===== config.mk =====
export PLATFORM = sky130hd
export DESIGN_NAME = aes_basys3_ctrl
export DESIGN_NICKNAME = d
export VERILOG_FILES = /design/src/rtl/aes_basys3_ctrl.sv
export SDC_FILE = /design/constraint.sdc
export NUM_CORES = 1
export LEC_CHECK = 0
export CORE_ASPECT_RATIO = 2
export CORE_MARGIN = 2
export CORE_UTILIZATION = 50
export DETAILED_ROUTE_END_ITERATION = 16
export GPL_TIMING_DRIVEN = 0
export HOLD_SLACK_MARGIN = 0.03
export PLACE_DENSITY_LB_ADDON = 0.12
export SYNTH_ARGS = -nofsm -noshare
export SYNTH_HDL_FRONTEND = slang
export SYNTH_SLANG_ARGS = --single-unit

===== constraint.sdc =====
create_clock -name clk -period 3.45 [get_ports clk]
set_clock_uncertainty 0.1 [all_clocks]
set_input_delay 0.69 -clock clk [delete_from_list [all_inputs] [get_ports clk]]
set_output_delay 0.69 -clock clk [all_outputs]
set_load 0.03 [all_outputs]

===== src/rtl/aes_basys3_ctrl.sv =====
// -----------------------------------------------------------------------------
// aes_basys3_ctrl
//   Board-level sequencer between the Basys3 buttons/LEDs and a sequential AES
//   core. It debounces the start and page buttons and fires a one-cycle
//   core_start pulse. It then waits for core_done, with a timeout. On
//   completion it captures the ciphertext and pages through it on the LEDs,
//   LED_W bits at a time.
//
// Optional feature (macro AES_CYCLE_COUNT_EN):
//   A 16-bit saturating WAIT-latency counter, shown on an extra page NPAGES.
//
// Ports:
//   clk              100 MHz system clock
//   rst_n            asynchronous active-low reset
//   btn_start        raw start button (asynchronous)
//   btn_next         raw page-advance button (asynchronous)
//   core_done        done level from the AES core
//   core_ciphertext  ciphertext bus from the AES core (DATA_W)
//   core_start       one-cycle start pulse to the AES core
//   led              registered ciphertext window (LED_W)
//   page             index of the window currently shown (PG_W)
//   busy             high while in START or WAIT
//   err              core did not finish within TIMEOUT_CYCLES
// -----------------------------------------------------------------------------
module aes_basys3_ctrl #(
  parameter int unsigned DATA_W          = 128,
  parameter int unsigned LED_W           = 16,
  parameter int unsigned DEBOUNCE_CYCLES = 1000000,
  parameter int unsigned TIMEOUT_CYCLES  = 1024,
  parameter int unsigned PG_W            = 4
) (
  input  logic              clk,
  input  logic              rst_n,
  input  logic              btn_start,
  input  logic              btn_next,
  input  logic              core_done,
  input  logic [DATA_W-1:0] core_ciphertext,
  output logic              core_start,
  output logic [LED_W-1:0]  led,
  output logic [PG_W-1:0]   page,
  output logic              busy,
  output logic              err
);

  localparam int unsigned NPAGES = DATA_W / LED_W;
`ifdef AES_CYCLE_COUNT_EN
  localparam logic [PG_W-1:0] PG_LAST = PG_W'(NPAGES);
`else
  localparam logic [PG_W-1:0] PG_LAST = PG_W'(NPAGES - 1);
`endif
  localparam int unsigned DB_W = (DEBOUNCE_CYCLES > 1) ? $clog2(DEBOUNCE_CYCLES) : 1;
  localparam int unsigned TO_W = (TIMEOUT_CYCLES > 1) ? $clog2(TIMEOUT_CYCLES) : 1;

  localparam logic [1:0] S_IDLE  = 2'd0;
  localparam logic [1:0] S_START = 2'd1;
  localparam logic [1:0] S_WAIT  = 2'd2;
  localparam logic [1:0] S_SHOW  = 2'd3;

  // ---------------------------------------------------------------------------
  // Button path. Bit 0 is start and bit 1 is next.
  // ---------------------------------------------------------------------------
  logic [1:0]           w_btn_raw;
  logic [1:0]           r_sync1;
  logic [1:0]           r_sync2;
  logic [1:0]           r_deb;
  logic [1:0]           r_deb_q;
  logic [1:0][DB_W-1:0] r_dbcnt;
  logic                 w_start_p;
  logic                 w_next_p;

  assign w_btn_raw = {btn_next, btn_start};

  always_ff @(posedge clk or negedge rst_n) begin
    if (!rst_n) begin
      r_sync1 <= '0;
      r_sync2 <= '0;
      r_deb   <= '0;
      r_deb_q <= '0;
      r_dbcnt <= '0;
    end else begin
      r_sync1 <= w_btn_raw;
      r_sync2 <= r_sync1;
      r_deb_q <= r_deb;
      for (int unsigned i = 0; i < 2; i++) begin
        // The count only runs while the synchronised level disagrees with the
        // accepted level. Any agreeing cycle restarts the count, so bounces
        // shorter than DEBOUNCE_CYCLES are discarded.
        if (r_sync2[i] == r_deb[i]) begin
          r_dbcnt[i] <= '0;
        end else if (r_dbcnt[i] == DB_W'(DEBOUNCE_CYCLES - 1)) begin
          r_deb[i]   <= r_sync2[i];
          r_dbcnt[i] <= '0;
        end else begin
          r_dbcnt[i] <= r_dbcnt[i] + 1'b1;
        end
      end
    end
  end

  assign w_start_p = r_deb[0] & ~r_deb_q[0];
  assign w_next_p  = r_deb[1] & ~r_deb_q[1];

  // ---------------------------------------------------------------------------
  // Control FSM, capture register and page index
  // ---------------------------------------------------------------------------
  logic [1:0]        r_state;
  logic [TO_W-1:0]   r_tcnt;
  logic              r_err;
  logic [PG_W-1:0]   r_page;
  logic [DATA_W-1:0] r_cap;
  logic [LED_W-1:0]  r_led;
  logic [LED_W-1:0]  w_window;
`ifdef AES_CYCLE_COUNT_EN
  logic [15:0]       r_lat;
`endif

  always_comb begin
    w_window = '0;
    for (int unsigned i = 0; i < NPAGES; i++) begin
      if (r_page == PG_W'(i)) w_window = r_cap[i*LED_W +: LED_W];
    end
`ifdef AES_CYCLE_COUNT_EN
    if (r_page == PG_W'(NPAGES)) w_window = LED_W'(r_lat);
`endif
  end

  always_ff @(posedge clk or negedge rst_n) begin
    if (!rst_n) begin
      r_state <= S_IDLE;
      r_tcnt  <= '0;
      r_err   <= 1'b0;
      r_page  <= '0;
      r_cap   <= '0;
      r_led   <= '0;
`ifdef AES_CYCLE_COUNT_EN
      r_lat   <= '0;
`endif
    end else begin
      r_led <= w_window;
      case (r_state)
        S_IDLE: begin
          if (w_start_p) r_state <= S_START;
        end
        S_START: begin
          r_err   <= 1'b0;
          r_tcnt  <= '0;
`ifdef AES_CYCLE_COUNT_EN
          r_lat   <= '0;
`endif
          r_state <= S_WAIT;
        end
        S_WAIT: begin
`ifdef AES_CYCLE_COUNT_EN
          if (r_lat != '1) r_lat <= r_lat + 1'b1;
`endif
          // done takes priority over the timeout in the final WAIT cycle
          if (core_done) begin
            r_cap   <= core_ciphertext;
            r_page  <= '0;
            r_state <= S_SHOW;
          end else if (r_tcnt == TO_W'(TIMEOUT_CYCLES - 1)) begin
            r_err   <= 1'b1;
            r_state <= S_SHOW;
          end else begin
            r_tcnt <= r_tcnt + 1'b1;
          end
        end
        S_SHOW: begin
          if (w_start_p) begin
            r_state <= S_START;
          end else if (w_next_p) begin
            r_page <= (r_page == PG_LAST) ? '0 : r_page + 1'b1;
          end
        end
        default: r_state <= S_IDLE;
      endcase
    end
  end

  assign core_start = (r_state == S_START);
  assign busy       = (r_state == S_START) || (r_state == S_WAIT);
  assign err        = r_err;
  assign page       = r_page;
  assign led        = r_led;

endmodule


==> impl_metrics.csv <==
group,metric,value,unit
run_status,status,"finished, final reports clean",
cts,hold_buffers,0,
floorplan,placementRows,71,
sta,report.final.slew_viol_count,0,
critical_path,cp.arrival,3.23,ns
critical_path,slowest_delay,0.51,ns
yosys,synth_warnings,0,
floorplan,die_area,20100,um^2
cts,cts_sinks,209,
critical_path,crit_family,"compound AO/OA/AOI/OAI gates",
critical_path,timing.rr.end,"led[8]",
route,num_vias,6801,
route,post_drt_wl_per_cell,19.7,um
cts,cts-htree-levels,1,
critical_path,cp_cell_sequence,"inv_1, ha_1, clkbuf_1, nor2_1, clkbuf_1, o211ai_1, a221oi_1, o31ai_1",
critical_path,cp-start-kind,"flip-flop",
yosys,syn_nets,946,
cells_and_area,postLayoutCoreUtil,64.3,%
cells_and_area,area_growth_syn_to_layout,27.0,%
critical_path,r2r_start,"page[0]",
sta,worst_pin_slew,1.05,ns
power_and_ir_drop,p_leak,5.46,nW
cts,clk_pin_slew_worst_paths,0.06,ns
cts,root_buffer,"clkbuf_16",
critical_path,ff2ff_setup_slack,0.46,ns
sta,fin_crit_sh,86.8,%
floorplan,die_y,198,um
critical_path,reg2reg_depth,8,
yosys,synth_cells,802,
yosys,yosysTopAreaCellShare,55.4,%
cts,tritoncts,"done",
floorplan,die_x,101,um
yosys,seq_area_frac_synth,55.4,%
grt,overflow,0,
critical_path,crit_fanout,10,
place,gp_congestion,0.821,
cells_and_area,drive_above_1_share,17.7,%
cells_and_area,n_fill_cell,1528,
route,ant_nets,0,
route,drc,0,
sta,finalSetupViolCount,0,
place,hpwl,18000,um
yosys,ys_async_sr_fraction,100,%
critical_path,endpoint_kind,"flip-flop",
yosys,ys_types,50,
grt,antenna_found_initial,0,
power_and_ir_drop,powerDensity,419,nW/um^2
route,dr.pass1.iters,4,
cells_and_area,final_nets,1123,
critical_path,critPathBufInv,3,
yosys,ys_ff_latch,209,
cts,cts_buffers,19,
cts,postCtsSetupRepairBufs,0,
grt,grt_pass1_wl,37300,um
critical_path,crit_slowest_cell,"a221oi_1",
route,post_drt_via_cell_ratio,5.62,
critical_path,crit_top_cell,"clkbuf_1",
floorplan,start_util,50.6,%
power_and_ir_drop,peakVddDrop,0.000410,V
yosys,yosys.area.top_type,"dfrtp_1",
cts,clock_path_buffers,3,
sta,rsz0062_at_grt,"no",
route,finalWirelength,23900,um
floorplan,core_area,18700,um^2
place,port_buffers,155,
floorplan,io_pins,156,
grt,grt_max_degree,118,
yosys,synthFlopType,"dfrtp_1",
grt,grtUsageTotal,24.0,%
critical_path,crit_type,"reg -> reg",
critical_path,required,3.69,ns
cts,cts_resized,0,
sta,relSlewSlack,29.5,%
yosys,avgSynthCellArea,11.8,um^2
grt,grt_pass1_vias,7160,
sta,fmax,334,MHz
run,cap_viol_max_count,0,
sta,finalSetupTns,0,ns
sta,hold_viol,0,
hold_path,min_path_type,"in -> async",
cells_and_area,diodes,0,
cts,clk-insertion-delay-late,0.48,ns
sta,period_needed,2.99,ns
yosys,syn_area,9450,um^2
route,drt-initial-drc-count,293,
yosys,ys_top_cells_by_area,"dfrtp_1 55%, mux2_2 15%, nand2_1 3.2%, o31ai_1 1.8%, clkbuf_1 1.8%",
yosys,synth_edf_count,0,
cell usage in the layout, fill, tap and decap left out, types with 19 or more instances in the layout:
master | synthesis | routed
clkbuf_1 | 45 | 47
nand3_1 | 19 | 19
clkdlybuf4s50_1 | 0 | 154
nor3_1 | 19 | 19
nor2b_1 | 20 | 20
clkbuf_16 | 0 | 19
mux2_2 | 130 | 130
nor2_1 | 29 | 29
dfrtp_1 | 209 | 209
nand2_1 | 80 | 80
a21oi_1 | 22 | 22
o31ai_1 | 23 | 23
cell usage after synthesis (all sizes together) (5+ instances only):
master / number
mux2: 131
xor2: 12
or4: 11
nor3b: 16
nor3: 19
o21ai: 14
nor2b: 20
and4: 5
nand4: 6
o31ai: 23
nand3: 19
clkbuf: 45
o211ai: 16
o22ai: 16
dfrtp: 209
a21oi: 22
a221oi: 16
and3: 6
nand2: 80
ha: 11
or3: 11
nor4: 6
xnor2: 12
inv: 12
and2: 7
nor2: 29
how the worst max path moves through the flow:
stage	from	endpoint	slack, ns	cells past startpoint
2_1_floorplan	r_dbcnt[30]	r_deb[1]	1.00	4
3_3_place_gp	rst_n	r_cap[17]	-7.23	1
3_5_place_dp	core_done	r_cap[102]	0.29	5
4_1_cts	page[0]	led[9]	0.44	8
5_1_grt	page[0]	led[7]	0.23	8
6_report	page[0]	led[8]	0.46	8
area by class of cell:
type                    count  area, um^2  area share, %
flip-flops and latches    209        5230           43.6
multi-input cells         535        3990           33.3
inverters                  12        45.0          0.376
repair buffers            156        1580           13.2
clock inverters             7         138           1.15
clock buffers              26         552           4.60
plain buffers              46         176           1.47
well taps                 219         274           2.28
sequential cells by signal, indices dropped and copies added, names as in the netlist, 4 cells and up:
name / flops
led: 16
r_cap: 128
r_tcnt: 10
r_dbcnt: 40
page: 4
report_power, final:
group / total [mW] / switching, mW / internal, mW
Sequential: 2.46 / 0.00713 / 2.46
Combinational: 0.238 / 0.0934 / 0.145
Clock: 2.32 / 0.902 / 1.42
per-stage QoR:
step / total power, mW / setup slack, ns / std cells / instance area [um^2] / hold WS (ns)
finish: 5.02 / 0.456 / 1210 / 12000 / 0.138
floorplan: 2.53 / 1.00 / 802 / 9450 / 0.231
detailed placement: 2.75 / 0.289 / 1177 / 11300 / 0.238
global route: 5.19 / 0.231 / 1210 / 12000 / 0.257
CTS: 5.08 / 0.441 / 1210 / 12000 / 0.234
global placement: 2.75 / -7.23 / 1176 / 11300 / 0.233
metal layers:
| metal | share of wire (%) | track usage [%] | wire length [um] | up-vias |
|---|---|---|---|---|
| met5 | 0 | 0 | 0 | - |
| met4 | 2.8 | 7.06 | 661 | 0 |
| met1 | 36 | 26.8 | 8700 | 3351 |
| met3 | 4.7 | 2.92 | 1120 | 34 |
| met2 | 56 | 46.4 | 13400 | 174 |
| li1 | - | - | - | 3242 |
worst register-to-register path: stages, from the launching register on:
cell and delay, ns:
dfrtp_1 0.47, inv_1 0.10, ha_1 0.21, clkbuf_1 0.20, nor2_1 0.44, clkbuf_1 0.39
o211ai_1 0.31, a221oi_1 0.51, o31ai_1 0.13
cell families (layout without fill, tap and decap cells):
family | Yosys count | in the layout | synth area share, %
AOI/OAI and AO/OA | 123 | 123 | 9.22
xor gates and xnor gates | 24 | 24 | 2.23
adders and majority gates | 11 | 11 | 1.46
buffers and inverters | 58 | 247 | 2.34
DFF | 209 | 209 | 55.4
muxes | 134 | 134 | 16.0
and+or+nand+nor | 243 | 243 | 13.4
Note: power is estimated with default switching activity, not from simulation.
